$ cat src/rtl/fetch_buffer_pkg.sv
// Shared defines for the fetch/decode boundary.
// Holds the fetch buffer geometry and the decoder opcode constants.
package fetch_buffer_pkg;

   localparam int          FB_DEPTH     = 4;
   localparam logic [31:0] FB_NOP_INSTR = 32'h0000_0000;
   localparam int          FB_ENTRY_W   = 65;

   localparam logic [5:0] OP_SPECIAL = 6'b000000;
   localparam logic [5:0] OP_REGIMM  = 6'b000001;
   localparam logic [5:0] OP_J       = 6'b000010;
   localparam logic [5:0] OP_JAL     = 6'b000011;
   localparam logic [5:0] OP_BEQ     = 6'b000100;
   localparam logic [5:0] OP_BNE     = 6'b000101;
   localparam logic [5:0] OP_ADDIU   = 6'b001001;
   localparam logic [5:0] OP_LW      = 6'b100011;
   localparam logic [5:0] OP_SW      = 6'b101011;

   typedef struct packed {
      logic [31:0] pc;
      logic [31:0] instr;
      logic        adel;
   } fb_entry_t;

endpackage

$ cat src/rtl/fetch_buffer_if.sv
// Fetch-side and decode-side handshakes of the fetch buffer.
// master: fetch/decode environment, slave: the buffer.
interface fetch_buffer_if;

   logic        in_valid;
   logic        in_ready;
   logic [31:0] in_pc;
   logic [31:0] in_instr;
   logic        in_adel;
   logic        out_valid;
   logic        out_ready;
   logic [31:0] out_pc;
   logic [31:0] out_instr;
   logic        out_adel;

   modport master (
      output in_valid,
      output in_pc,
      output in_instr,
      output in_adel,
      output out_ready,
      input  in_ready,
      input  out_valid,
      input  out_pc,
      input  out_instr,
      input  out_adel
   );

   modport slave (
      input  in_valid,
      input  in_pc,
      input  in_instr,
      input  in_adel,
      input  out_ready,
      output in_ready,
      output out_valid,
      output out_pc,
      output out_instr,
      output out_adel
   );

endinterface

$ cat src/rtl/fetch_buffer_mem.sv
// Entry storage: DEPTH x 65 registers, one write port, async read.
// Contents are not reset; the controller masks stale data when empty.
module fetch_buffer_mem
   import fetch_buffer_pkg::*;
#(
   parameter int DEPTH = FB_DEPTH,
   localparam int PW   = $clog2(DEPTH)
) (
   input  logic            clk,
   input  logic            we_i,
   input  logic [PW-1:0]   waddr_i,
   input  fb_entry_t       wdata_i,
   input  logic [PW-1:0]   raddr_i,
   output fb_entry_t       rdata_o
);

   fb_entry_t mem_q [DEPTH];

   always_ff @(posedge clk) begin
      if (we_i) begin
         mem_q[waddr_i] <= wdata_i;
      end
   end

   assign rdata_o = mem_q[raddr_i];

endmodule

$ cat src/rtl/fetch_buffer.sv
// Instruction fetch buffer between fetch and decode.
// Registered-output FIFO: no bypass on either side.
module fetch_buffer
   import fetch_buffer_pkg::*;
#(
   parameter int          DEPTH     = FB_DEPTH,
   parameter logic [31:0] NOP_INSTR = FB_NOP_INSTR,
   localparam int         PW        = $clog2(DEPTH),
   localparam int         CW        = PW + 1
) (
   input  logic            clk,
   input  logic            rst,
   input  logic            flush,
   fetch_buffer_if.slave   bus,
   output logic [CW-1:0]   count
);

   logic [PW-1:0] wr_ptr_q, wr_ptr_d;
   logic [PW-1:0] rd_ptr_q, rd_ptr_d;
   logic [CW-1:0] cnt_q, cnt_d;

   logic      full;
   logic      empty;
   logic      push;
   logic      pop;
   fb_entry_t wdata;
   fb_entry_t rdata;

   assign full  = (cnt_q == CW'(DEPTH));
   assign empty = (cnt_q == '0);
   assign push  = bus.in_valid & ~full & ~flush;
   assign pop   = bus.out_ready & ~empty & ~flush;

   assign wdata = '{pc: bus.in_pc, instr: bus.in_instr, adel: bus.in_adel};

   always_comb begin
      wr_ptr_d = wr_ptr_q;
      rd_ptr_d = rd_ptr_q;
      cnt_d    = cnt_q;
      if (flush) begin
         wr_ptr_d = '0;
         rd_ptr_d = '0;
         cnt_d    = '0;
      end else begin
         if (push) wr_ptr_d = wr_ptr_q + 1'b1;
         if (pop)  rd_ptr_d = rd_ptr_q + 1'b1;
         unique case ({push, pop})
            2'b10:   cnt_d = cnt_q + 1'b1;
            2'b01:   cnt_d = cnt_q - 1'b1;
            default: cnt_d = cnt_q;
         endcase
      end
   end

   always_ff @(posedge clk) begin
      if (rst) begin
         wr_ptr_q <= '0;
         rd_ptr_q <= '0;
         cnt_q    <= '0;
      end else begin
         wr_ptr_q <= wr_ptr_d;
         rd_ptr_q <= rd_ptr_d;
         cnt_q    <= cnt_d;
      end
   end

   fetch_buffer_mem #(
      .DEPTH (DEPTH)
   ) u_mem (
      .clk     (clk),
      .we_i    (push),
      .waddr_i (wr_ptr_q),
      .wdata_i (wdata),
      .raddr_i (rd_ptr_q),
      .rdata_o (rdata)
   );

   // Empty buffer presents a NOP so decode never sees stale storage.
   always_comb begin
      bus.out_pc    = '0;
      bus.out_instr = NOP_INSTR;
      bus.out_adel  = 1'b0;
      if (!empty) begin
         bus.out_pc    = rdata.pc;
         bus.out_instr = rdata.instr;
         bus.out_adel  = rdata.adel;
      end
   end

   assign bus.in_ready  = ~full;
   assign bus.out_valid = ~empty;
   assign count         = cnt_q;

endmodule

$ cat src/flat_wrapper.sv
// flat-port wrapper written by rule: the top's interface ports become plain ports
module fetch_buffer_flat import fetch_buffer_pkg::*;
#(
   parameter int          DEPTH     = FB_DEPTH,
   parameter logic [31:0] NOP_INSTR = FB_NOP_INSTR,
   localparam int         PW        = $clog2(DEPTH),
   localparam int         CW        = PW + 1
)
  (clk, rst, flush, count, bus_in_valid, bus_in_pc, bus_in_instr, bus_in_adel, bus_out_ready, bus_in_ready, bus_out_valid, bus_out_pc, bus_out_instr, bus_out_adel);
  fetch_buffer_if bus_i ();
  input  logic clk;
  input  logic rst;
  input  logic flush;
  output logic [CW-1:0] count;
  input wire logic [$bits(bus_i.in_valid)-1:0] bus_in_valid;
  input wire logic [$bits(bus_i.in_pc)-1:0] bus_in_pc;
  input wire logic [$bits(bus_i.in_instr)-1:0] bus_in_instr;
  input wire logic [$bits(bus_i.in_adel)-1:0] bus_in_adel;
  input wire logic [$bits(bus_i.out_ready)-1:0] bus_out_ready;
  output wire logic [$bits(bus_i.in_ready)-1:0] bus_in_ready;
  output wire logic [$bits(bus_i.out_valid)-1:0] bus_out_valid;
  output wire logic [$bits(bus_i.out_pc)-1:0] bus_out_pc;
  output wire logic [$bits(bus_i.out_instr)-1:0] bus_out_instr;
  output wire logic [$bits(bus_i.out_adel)-1:0] bus_out_adel;
  assign bus_i.in_valid = bus_in_valid;
  assign bus_i.in_pc = bus_in_pc;
  assign bus_i.in_instr = bus_in_instr;
  assign bus_i.in_adel = bus_in_adel;
  assign bus_i.out_ready = bus_out_ready;
  assign bus_in_ready = bus_i.in_ready;
  assign bus_out_valid = bus_i.out_valid;
  assign bus_out_pc = bus_i.out_pc;
  assign bus_out_instr = bus_i.out_instr;
  assign bus_out_adel = bus_i.out_adel;
  fetch_buffer #(.DEPTH(DEPTH), .NOP_INSTR(NOP_INSTR)) u_core (.clk(clk), .rst(rst), .flush(flush), .bus(bus_i), .count(count));
endmodule
$ cat config.mk
export PLATFORM = sky130hd
export DESIGN_NAME = fetch_buffer_flat
export DESIGN_NICKNAME = d
export VERILOG_FILES = /design/src/rtl/fetch_buffer_pkg.sv /design/src/rtl/fetch_buffer_if.sv /design/src/rtl/fetch_buffer_mem.sv /design/src/rtl/fetch_buffer.sv /design/src/flat_wrapper.sv
export SDC_FILE = /design/constraint.sdc
export NUM_CORES = 1
export LEC_CHECK = 0
export CAP_MARGIN = 20
export CELL_PAD_IN_SITES_DETAIL_PLACEMENT = 2
export CELL_PAD_IN_SITES_GLOBAL_PLACEMENT = 2
export CORE_MARGIN = 2
export CORE_UTILIZATION = 25
export CTS_CLUSTER_SIZE = 28
export DETAILED_ROUTE_END_ITERATION = 10
export GPL_TIMING_DRIVEN = 0
export MAX_ROUTING_LAYER = met4
export PLACE_DENSITY_LB_ADDON = 0.1
export SLEW_MARGIN = 20
export SYNTH_ARGS = -nofsm -noshare
export SYNTH_HDL_FRONTEND = slang
export SYNTH_SLANG_ARGS = --single-unit
$ cat constraint.sdc
create_clock -name clk -period 4.2 [get_ports clk]
set_input_delay 1.26 -clock clk [delete_from_list [all_inputs] [get_ports clk]]
set_output_delay 1.26 -clock clk [all_outputs]
set_load 0.02 [all_outputs]
==> reports/qor.txt <==
CP Max Fanout = 10
Final WL = 24,500 µm
Largest net degree at the start of global routing = 36
Fillers = 4,068
Max cap viols = 0
Distinct cells, synth = 26
Deepest clock path buffer count = 3
Register area share after synthesis = 77.5%
Initial antenna violation count = 2
Avg Inst Size Synth = 22.1 µm²
Fmax = 251 MHz
CP cell instances = or3_1 > clkbuf_2 > clkbuf_2 > and2_1 > clkdlybuf4s50_1
Final period utilization = 94.8%
Crit-path most repeated cell = clkbuf_2
Least-Margin Pin Slew = 0.736 ns
CP startpoint kind = flip-flop
Post-DRT Antenna Nets = 0
Postcts setup bufs = 0
H-tree depth = 1
CTS Hold Bufs = 0
Buf/Inv on CP = 3
# port buffers = 139
Most common cell after layout, fill and taps aside = edfxtp_1
Post-layout util = 32.8%
Gpl congestion = 0.677
Avg WL per Cell = 20.4 µm
RSZ-0062 raised after global routing = false
Clock latency on the worst-skew pair = 0.55 ns
Relative slew slack = 50.9%
WS Path Type = flip-flop to primary output
Io pins = 140
Mapped Area = 10,300 µm²
Number of global-route vias before repair = 5,892
First-pass GRT wire length = 37,300 µm
Chip Width = 207 µm
Die Span Y = 207 µm
Drt first pass iters = 4
Status = finished, final reports clean
FFs w/ async S/R, synth = 0%
CTS Buf Count = 31
Leakage power = 4.15 nW
Final Power = 5.64 mW
Cell count after synthesis = 466
Routed vias/inst = 4.21
Worst Path Required = 2.94 ns
Fin crit period = 3.98 ns
GRT Total Usage = 11.8%
Critical path's top delay family = buffers and inverters
Fin. Hold Viols = 0
Hold Path Class = flip-flop to flip-flop
Worst path max stage delay = 0.61 ns
Slowest CP cell = clkdlybuf4s50_1
CTS root buf = clkbuf_16
Area growth, synth to finish = 29.8%
Clk sinks = 269
Initial Util = 25.3%
DR DRC count = 0
Die area = 42,900 µm²
CTS tree = yes
Maximum VDD drop = 258 µV
Synth warn = 0
Number of synthesized flops with an enable pin = 260
Routed vias = 5,036
Crit. End Element = primary output
Seq cells post-synth = 269
CORE AREA = 40,700 µm²
Mapped Nets = 542
Reg clk slew, reported paths = 0.05 ns
Most frequent cells in the layout = edfxtp_1 (260), clkdlybuf4s50_1 (139), mux4_2 (65), and2_1 (65), clkbuf_16 (31)
Pwr per Cell Area = 421 nW/µm²
Arr. time, crit path = 2.72 ns
Final Skew = 0.00827 ns
Grt ovf = 0
Fin nets = 718
Endpoints failing setup = 0
DP HPWL = 15,000 µm
Ys flop type = edfxtp_1
First DRT Iteration DRCs = 156
Fin. max-slew vios = 0
Row cnt = 74
Share of cells above drive strength 1 = 19.5%
==> report_power, final <==
part | total (mW) | leakage, nW | switching [mW] | internal (mW)
clock network | 2.37 | 0.418 | 0.996 | 1.37
logic | 0.278 | 1.30 | 0.133 | 0.145
registers | 2.99 | 2.43 | 0.00876 | 2.98
==> tightest hold or removal path, stage by stage (launching register included) <==
cell and delay (ns):
dfxtp_1 0.33, xor2_1 0.08, nor2_1 0.08
==> through the flow <==
step / worst slack [ns] / cell area, µm² / TNS, ns / hold slack [ns] / std cells
6_report: 0.218 / 13400 / 0 / 0.533 / 1197
5_1_grt: 0.00400 / 13400 / 0 / 0.588 / 1197
4_1_cts: 0.00123 / 13400 / 0 / 0.548 / 1195
3_5_place_dp: 0.171 / 12500 / 0 / 0.523 / 1141
3_3_place_gp: -1.73 / 12400 / -445.42 / 0.516 / 1137
2_1_floorplan: 0.575 / 10300 / 0 / 0.485 / 466
==> layer usage <==
layer,track usage [%],share of wire (%),vias up
li1,-,-,2251
met1,14.7,43,2648
met2,19.7,50,102
met3,2.40,4.2,35
met4,3.33,1.8,0
met5,-,0,-
==> sequential cells by signal, summed over array words and instances (netlist names), named ones only <==
| name | flops |
|---|---|
| u_core.count | 3 |
| u_core.rd_ptr_q | 2 |
| u_core.u_mem.mem_q | 260 |
| u_core.wr_ptr_q | 2 |
==> cell families after synthesis <==
family | Yosys count | share of synthesized area [%]
XOR/XNOR | 4 | 0.340
multiplexers | 65 | 14.2
adder cells (fa/ha/maj) | 6 | 0.801
buffers and inverters | 29 | 1.59
AND/OR/NAND/NOR | 85 | 5.00
flip-flops | 269 | 77.5
AO/OA/AOI/OAI | 8 | 0.546
==> area by class of cell <==
type | count | area, µm² | area share, %
Inverter | 6 | 22.5 | 0.168
Buffer | 23 | 148 | 1.10
Antenna cell | 2 | 5.00 | 0.0374
Timing Repair Buffer | 143 | 1500 | 11.2
Sequential cell | 269 | 7990 | 59.7
Clock buffer | 49 | 853 | 6.38
Tap cell | 532 | 666 | 4.97
Clock inverter | 5 | 23.8 | 0.178
Multi-Input combinational cell | 168 | 2170 | 16.2
==> path summary, 6_finish.rpt <==
check	start	to	slack [ns]	depth (start not counted)
max reg2reg	u_core.count[2]	u_core.count[2]	1.72	10
min	u_core.rd_ptr_q[0]	u_core.rd_ptr_q[0]	0.53	2
max	u_core.count[0]	bus_out_pc[20]	0.22	5
min reg2reg	u_core.rd_ptr_q[0]	u_core.rd_ptr_q[0]	0.53	2
==> synthesized netlist by cell type (all sizes together) (2+ instances only) <==
cell / number / area, µm²
edfxtp: 260 / 7810
mux4: 65 / 1460
a21oi: 3 / 15.0
dfxtp: 9 / 180
inv: 6 / 22.5
o31ai: 2 / 20.0
and3: 4 / 25.0
or3: 2 / 12.5
clkbuf: 9 / 33.8
and2: 66 / 415
xor2: 4 / 35.0
nor2: 8 / 30.0
ha: 5 / 62.6
buf: 14 / 108
==> timing repair <==
item,in CTS,in global routing
gates resized for setup,4,2
pin swaps,0,0
endpoints found under the setup margin,40,10
(Power assumes the default switching activity.)
